<file path="src/rtl/tt_vga_out.sv">
`default_nettype none
// ============================================================================
// Module   : tt_vga_out
// Purpose  : VGA timing generator and Tiny VGA PMOD output stage. Publishes
//            the current pixel position to the renderer, delays sync/blank
//            to match the renderer's colour latency, and packs colour and
//            syncs into uo_out in Tiny VGA pin order.
// Options  : define TT_VGA_DITHER_EN to enable 2x2 ordered dithering when
//            COLOR_BITS > 2 (plain truncation otherwise).
// Revision : 1.0 - initial release
// ============================================================================
module tt_vga_out #(
  parameter int H_VISIBLE  = 640,
  parameter int H_FRONT    = 16,
  parameter int H_SYNC     = 96,
  parameter int H_BACK     = 48,
  parameter int V_VISIBLE  = 480,
  parameter int V_FRONT    = 10,
  parameter int V_SYNC     = 2,
  parameter int V_BACK     = 33,
  parameter bit HSYNC_POL  = 1'b0,
  parameter bit VSYNC_POL  = 1'b0,
  parameter int COLOR_BITS = 2,   // 2..8
  parameter int LATENCY    = 1    // 0..4
) (
  input  logic                      clk,
  input  logic                      rst_n,
  input  logic                      ena,
  input  logic [3*COLOR_BITS-1:0]   pix_rgb,
  output logic [9:0]                hpos,
  output logic [9:0]                vpos,
  output logic                      display_on,
  output logic                      line_start,
  output logic                      frame_start,
  output logic [7:0]                uo_out
);

  localparam int H_TOTAL = H_VISIBLE + H_FRONT + H_SYNC + H_BACK;
  localparam int V_TOTAL = V_VISIBLE + V_FRONT + V_SYNC + V_BACK;

  localparam logic [9:0] C_H_LAST = 10'(H_TOTAL - 1);
  localparam logic [9:0] C_V_LAST = 10'(V_TOTAL - 1);
  localparam logic [9:0] C_H_VIS  = 10'(H_VISIBLE);
  localparam logic [9:0] C_V_VIS  = 10'(V_VISIBLE);
  localparam logic [9:0] C_HS_BEG = 10'(H_VISIBLE + H_FRONT);
  localparam logic [9:0] C_HS_END = 10'(H_VISIBLE + H_FRONT + H_SYNC);
  localparam logic [9:0] C_VS_BEG = 10'(V_VISIBLE + V_FRONT);
  localparam logic [9:0] C_VS_END = 10'(V_VISIBLE + V_FRONT + V_SYNC);

  // Delay-line word: {hsync, vsync, display_on, hpos[0], vpos[0]}
  localparam logic [4:0] C_DLY_IDLE = {~HSYNC_POL, ~VSYNC_POL, 3'b000};
  localparam logic [7:0] C_UO_IDLE  = {~HSYNC_POL, 3'b000, ~VSYNC_POL, 3'b000};

  logic [9:0] r_hpos;
  logic [9:0] r_vpos;
  logic [7:0] r_uo;

  logic       w_hs_act;
  logic       w_vs_act;
  logic       w_de;
  logic       w_hsync;
  logic       w_vsync;
  logic [4:0] w_dly_in;
  logic [4:0] w_dly_out;
  logic [1:0] w_bayer;
  logic [5:0] w_q;       // reduced colour: R at [1:0], G at [3:2], B at [5:4]
  logic [5:0] w_col;
  logic [7:0] w_uo_next;
  logic       w_unused_bayer;

  // Pixel and line counters; both freeze while ena is low.
  always_ff @(posedge clk) begin
    if (!rst_n) begin
      r_hpos <= '0;
      r_vpos <= '0;
    end else if (ena) begin
      if (r_hpos == C_H_LAST) begin
        r_hpos <= '0;
        r_vpos <= (r_vpos == C_V_LAST) ? 10'd0 : r_vpos + 10'd1;
      end else begin
        r_hpos <= r_hpos + 10'd1;
      end
    end
  end

  // Undelayed sync windows, blanking and position pulses for the current position.
  always_comb begin
    w_hs_act    = (r_hpos >= C_HS_BEG) && (r_hpos < C_HS_END);
    w_vs_act    = (r_vpos >= C_VS_BEG) && (r_vpos < C_VS_END);
    w_de        = (r_hpos < C_H_VIS) && (r_vpos < C_V_VIS);
    w_hsync     = w_hs_act ? HSYNC_POL : ~HSYNC_POL;
    w_vsync     = w_vs_act ? VSYNC_POL : ~VSYNC_POL;
    line_start  = ena && (r_hpos == 10'd0);
    frame_start = ena && (r_hpos == 10'd0) && (r_vpos == 10'd0);
  end

  assign hpos       = r_hpos;
  assign vpos       = r_vpos;
  assign display_on = w_de;
  assign w_dly_in   = {w_hsync, w_vsync, w_de, r_hpos[0], r_vpos[0]};

  // Align sync/blank with the renderer's colour latency.
  generate
    if (LATENCY == 0) begin : g_no_delay
      assign w_dly_out = w_dly_in;
    end else begin : g_delay
      logic [4:0] r_stage [LATENCY];

      // Shift register stepping only while enabled; clears to blank/inactive syncs.
      always_ff @(posedge clk) begin
        if (!rst_n) begin
          for (int i = 0; i < LATENCY; i++) r_stage[i] <= C_DLY_IDLE;
        end else if (ena) begin
          r_stage[0] <= w_dly_in;
          for (int i = 1; i < LATENCY; i++) r_stage[i] <= r_stage[i-1];
        end
      end

      assign w_dly_out = r_stage[LATENCY-1];
    end
  endgenerate

  // Ordered-dither threshold from the delayed {vpos[0], hpos[0]}: [0,2;3,1].
  always_comb begin
    case ({w_dly_out[0], w_dly_out[1]})
      2'b00:   w_bayer = 2'd0;
      2'b01:   w_bayer = 2'd2;
      2'b10:   w_bayer = 2'd3;
      default: w_bayer = 2'd1;
    endcase
  end

  // The threshold is only consumed by the dithered build.
  assign w_unused_bayer = ^w_bayer;

  // Reduce each channel to 2 bits.
  generate
    for (genvar ch = 0; ch < 3; ch++) begin : g_chan
      logic [COLOR_BITS-1:0] w_c;
      assign w_c = pix_rgb[(3-ch)*COLOR_BITS-1 -: COLOR_BITS];
`ifdef TT_VGA_DITHER_EN
      if (COLOR_BITS > 2) begin : g_dither
        localparam int D = COLOR_BITS - 2;
        logic [COLOR_BITS+1:0] w_bias;
        logic [COLOR_BITS+1:0] w_sum;
        logic [COLOR_BITS+1:0] w_shr;
        assign w_bias = ({{COLOR_BITS{1'b0}}, w_bayer} << D) >> 2;
        assign w_sum  = {2'b00, w_c} + w_bias;
        assign w_shr  = w_sum >> D;
        // Saturate: rounding up from the top code must not wrap.
        assign w_q[2*ch +: 2] = (w_shr > {{COLOR_BITS{1'b0}}, 2'b11}) ? 2'd3 : w_shr[1:0];
      end else begin : g_trunc
        assign w_q[2*ch +: 2] = w_c[COLOR_BITS-1 -: 2];
      end
`else
      assign w_q[2*ch +: 2] = w_c[COLOR_BITS-1 -: 2];
      if (COLOR_BITS > 2) begin : g_lsb
        logic w_unused_lsb;
        assign w_unused_lsb = ^w_c[COLOR_BITS-3:0];
      end
`endif
    end
  endgenerate

  // Blank colour outside the visible area and pack in Tiny VGA pin order.
  always_comb begin
    w_col     = w_dly_out[2] ? w_q : 6'd0;
    w_uo_next = {w_dly_out[4], w_col[4], w_col[2], w_col[0],
                 w_dly_out[3], w_col[5], w_col[3], w_col[1]};
  end

  // Output register: holds while disabled, idles on reset.
  always_ff @(posedge clk) begin
    if (!rst_n) begin
      r_uo <= C_UO_IDLE;
    end else if (ena) begin
      r_uo <= w_uo_next;
    end
  end

  assign uo_out = r_uo;

endmodule
`default_nettype wire

</file>
<file path="config.mk">
export PLATFORM = sky130hd
export DESIGN_NAME = tt_vga_out
export DESIGN_NICKNAME = d
export VERILOG_FILES = /design/src/rtl/tt_vga_out.sv
export SDC_FILE = /design/constraint.sdc
export NUM_CORES = 1
export LEC_CHECK = 0
export CORE_MARGIN = 2
export CORE_UTILIZATION = 48
export CTS_CLUSTER_SIZE = 8
export DETAILED_ROUTE_END_ITERATION = 10
export PLACE_DENSITY = 0.87
export SETUP_SLACK_MARGIN = 0.5
export SLEW_MARGIN = 25
export SYNTH_ARGS = -nofsm -noshare
export SYNTH_HDL_FRONTEND = slang
export SYNTH_SLANG_ARGS = --single-unit
</file>
<file path="constraint.sdc">
create_clock -name clk -period 2.5 [get_ports clk]
set_input_delay 0.625 -clock clk [delete_from_list [all_inputs] [get_ports clk]]
set_output_delay 0.625 -clock clk [all_outputs]
set_load 0.005 [all_outputs]
</file>
After elaboration in Yosys (flattened, before gate mapping)

Memory sizes are Yosys's and may differ from the RTL's.
Index checks and enable logic that the tools add are counted.

$add $sub $neg: 2
$lt $le $gt $ge: 6
Eq/ne operators: 2
Mux-type cells: 11
Reduce and logical (&&, ||, !) cells: 9

Operators by type and width:

| cell                    | count |
|---|---|
| $add A10 B1 Y10 const B | 2 |
| $eq A10 B10 Y1 const B  | 2 |
| $logic_not A10 Y1       | 2 |
| $lt A10 B10 Y1 const B  | 2 |
| $lt A10 B9 Y1 const B   | 2 |
| $mux W10                | 2 |
| $ge A10 B10 Y1 const B  | 1 |
| $ge A10 B9 Y1 const B   | 1 |
| $mux W1                 | 7 |
| $mux W6                 | 1 |
| $logic_and A1 B1 Y1     | 5 |
| $mux W5                 | 1 |
| $reduce_or A5 Y1        | 1 |
| $reduce_and A2 Y1       | 1 |

Register bits after elaboration: 28
Memory bits (writable): 5
Bits of input ports: 9
Output and inout port bits: 31
Word-level logic and storage cells: 34
Memories: 1

Memories:

| name            | depth | width | read ports | clocked after memory_dff | write ports | line | source |
|---|---|---|---|---|---|---|---|
| g_delay.r_stage | 1     | 5     | 1          | 0                        | 1           | 107  | `logic [4:0] r_stage [LATENCY];` |

Longest topological paths before layout

Depth after elaboration: 5
Depth in mapped cells: 7
Mapped depth without buffers: 6

Worst setup path before layout

Ideal clock, no wire load.

Path type: input port to output port
From: input port ena
To: output port frame_start
Arrival time: 1.357 ns
Data required time: 1.875 ns
Setup slack: 0.518 ns
Cell stages on the path: 4
Path buffers: 1
Cells stage by stage: buf_2 -> nor4b_1 -> and3_1 -> and4_1

Longest elaborated chain between the ends: 2

RTL lines:

| what                | line | source |
|---|---|---|
| start, declared     | 28   | `input logic ena,` |
| $logic_and A1 B1 Y1 | n/a  |  |
| via line_start      | 33   | `output logic line_start,` |
| $logic_and A1 B1 Y1 | 94   | `frame_start = ena && (r_hpos == 10'd0) && (r_vpos == 10'd0);` |
| end, declared       | 34   | `output logic frame_start,` |

The timed path passes the listed nets, and every way through them passes these cells.

Worst setup path after layout

From: register r_hpos[1] (netlist: hpos[1])
To: output port frame_start

Longest elaborated chain between the ends: 3

RTL lines:

| what                              | line | source |
|---|---|---|
| start, declared                   | 54   | `logic [9:0] r_hpos;` |
| start signal, assigned            | 81   | `r_hpos <= r_hpos + 10'd1;` |
| $logic_not A10 Y1                 | 94   |  |
| $logic_and A1 B1 Y1 (2 in series) | 94   |  |

Every way passes these cells.

==> metrics.yaml <==
synth:
  ys_warn_count: 0
  synth_cell_types: 37
  synthesis.nets: 194
  synth_edf_count: 3
  ys_seq_elements: 31
  synthCells: 180
  avgSynthCellArea_um2: 8.79
  ys_async_sr_fraction_pct: 0
  ys.flop_type: "dfxtp_1"
  seq_area_frac_synth_pct: 41.1
  syn-cell-area_um2: 1580
global_route:
  grt_pass1_wl_um: 6020
  grt_usage_pct: 21.8
  grt_max_degree: 20
  antenna_found_initial: 0
  grt_pass1_vias: 1410
  grt_overflow: 0
detailed_routing:
  via_per_inst: 5.47
  vias: 1532
  drt-wirelength-per-cell_um: 13.8
  drtIter0Drc: 96
  routed_wl_um: 3870
  drc: 0
  ant_nets: 0
  dr.pass1.iters: 4
cts:
  htreeDepth: 2
  clkTransAtPathRegs_ps: 100
  cts.path.max_buffers: 2
  cts.sinks: 31
  cts_inserted_buffers: 5
  cts_root_buf: "clkbuf_4"
  cts_tree: "yes"
  clk_latency_ps: 340
sta:
  fin_crit_sh_pct: 86.1
  slew_headroom_pct: 75.5
  rsz0062_at_grt: "yes"
  final_hold_viol_count: 0
  fin_hold_ws_ps: 484
  finalSetupViolCount: 0
  fin_crit_ps: 2150
  fmax_mhz: 465
  slew_violations: 0
  tightest_slew_ps: 365
  clock_skew_ps: 4.93
pwr:
  power_leakage_nw: 0.852
  powerDensity_nw_per_um2: 444
  ir_drop_mv: 0.515
layout:
  fin_util_pct: 74.6
  syn_to_final_growth_pct: 46.2
  drive_gt1_share_pct: 25.8
  layout_common_cells: "clkdlybuf4s50_1, buf_4, dfxtp_2"
  final_area_um2: 2310
  layout_commonest_cell: "clkdlybuf4s50_1"
  fillerInstances: 233
  n_antenna_cell: 0
  nets: 249
floorplanning:
  die_area_um2: 3770
  die_height_um: 61.4
  core_um2: 3100
  start_util_pct: 51.0
  fp-row-count: 20
  io_pins: 40
  die_w_um: 61.4
worst_setup_path:
  worstPathRequired_ps: 1880
  critical_path_class: "flip-flop to output pin"
  cp-end-kind: "output pin"
  worst-path-max-fanout: 2
  arrival_ps: 1530
  critPathLaunchType: "flip-flop"
hold_path:
  hold_class: "flip-flop to flip-flop"
place:
  place_congestion: 0.805
  io_buffers: 39
  placed_area_um2: 2060
  hpwl_um: 2470
run:
  drv_cap: 0
outcome:
  status: "finished clean"
## Yosys cell counts (3+ instances only)
library cell | n | area share [%]
nand2_1 | 12 | 2.8
o21ai_0 | 5 | 1.6
ha_1 | 5 | 4.0
clkbuf_1 | 6 | 1.4
nand3_1 | 12 | 3.8
edfxtp_1 | 3 | 5.7
or4_1 | 4 | 1.9
dfxtp_1 | 28 | 35
o31ai_1 | 3 | 1.4
inv_1 | 5 | 1.2
nor2b_1 | 14 | 5.5
nand4_1 | 5 | 2.0
a21oi_1 | 14 | 4.4
and4_1 | 4 | 2.2
xnor2_1 | 6 | 3.3
nand2b_1 | 3 | 1.2
nor2_1 | 8 | 1.9
a21boi_0 | 5 | 2.4
and2_1 | 4 | 1.6
nor3_1 | 5 | 1.6
or3_1 | 4 | 1.6
and3_1 | 4 | 1.6
## stage by stage
step | instances | TNS [ps] | setup WS, ps | power, W
6_report | 280 | 0 | 347 | 0.00103
3_5_place_dp | 264 | -840 | -357 | 0.000606
3_3_place_gp | 264 | -660 | -345 | 0.000605
4_1_cts | 277 | 0 | 348 | 0.00103
5_1_grt | 280 | 0 | 265 | 0.00108
2_1_floorplan | 180 | 0 | 518 | 0.000562
## metal layers
| layer | up-vias | GRT usage (%) | wire length [um] |
|---|---|---|---|
| li1 | 755 | - | - |
| met1 | 725 | 26.0 | 1660 |
| met2 | 43 | 37.1 | 1950 |
| met3 | 9 | 6.93 | 225 |
| met4 | 0 | 7.60 | 46 |
| met5 | - | 0 | 0 |
## where the power goes
| group | switching (W) | internal [W] | leakage, nW | total (W) |
|---|---|---|---|---|
| registers | 0.00000507 | 0.000509 | 0.263 | 0.000514 |
| logic | 0.0000383 | 0.0000598 | 0.540 | 0.0000981 |
| clock network | 0.000179 | 0.000236 | 0.0482 | 0.000415 |
## logic make-up after synthesis
kind of cell,share of synthesized area (%)
buffers and inverters,5.22
flip-flops,41.1
XOR/XNOR,4.43
AND/OR/NAND/NOR,32.9
multiplexers,1.26
AO/OA/AOI/OAI,11.1
adder cells (fa/ha/maj),3.95
## final cells by class
cell class / count / area (um^2) / share of cell area [%]
flip-flops and latches: 31 / 677 / 29.2
repair buffers: 60 / 554 / 23.9
well taps: 44 / 55.1 / 2.38
clock inverters: 2 / 35.0 / 1.51
multi-input cells: 132 / 921 / 39.8
inverters: 5 / 21.3 / 0.919
clock buffers: 6 / 51.3 / 2.22
## worst max-delay path, stage by stage (launching register included)
cell	delay, ps
dfxtp_2	340
inv_2	80
ha_4	130
nor4b_4	160
and3_4	220
and4_1	150
buf_2	110
## path summary, 6_finish.rpt
path,end,slack (ps),startpoint,cells after the start
setup / recovery,frame_start,350,hpos[1]$_SDFFE_PN0P_,6
hold / removal,uo_out[3]$_SDFFE_PN1P_,480,g_delay.r_stage[0][3]$_SDFFCE_PN1P_,2
setup reg to reg,vpos[6]$_SDFFE_PN0P_,590,hpos[0]$_SDFFE_PN0P_,7
hold reg to reg,uo_out[3]$_SDFFE_PN1P_,480,g_delay.r_stage[0][3]$_SDFFCE_PN1P_,2
## what timing repair did
item / 4_1_cts / 5_1_grt
setup endpoints to repair: 15 / 21
resized for setup: 34 / 22
buffers inserted: 5 / 2
cloned: 0 / 1
hold buffers: 0 / 0
pin swaps: 2 / 2
## registers in the layout, summed over array words and instances, names as in the netlist
signal,count
hpos,10
vpos,10
uo_out,8
g_delay.r_stage,3
(Power assumes the default switching activity.)
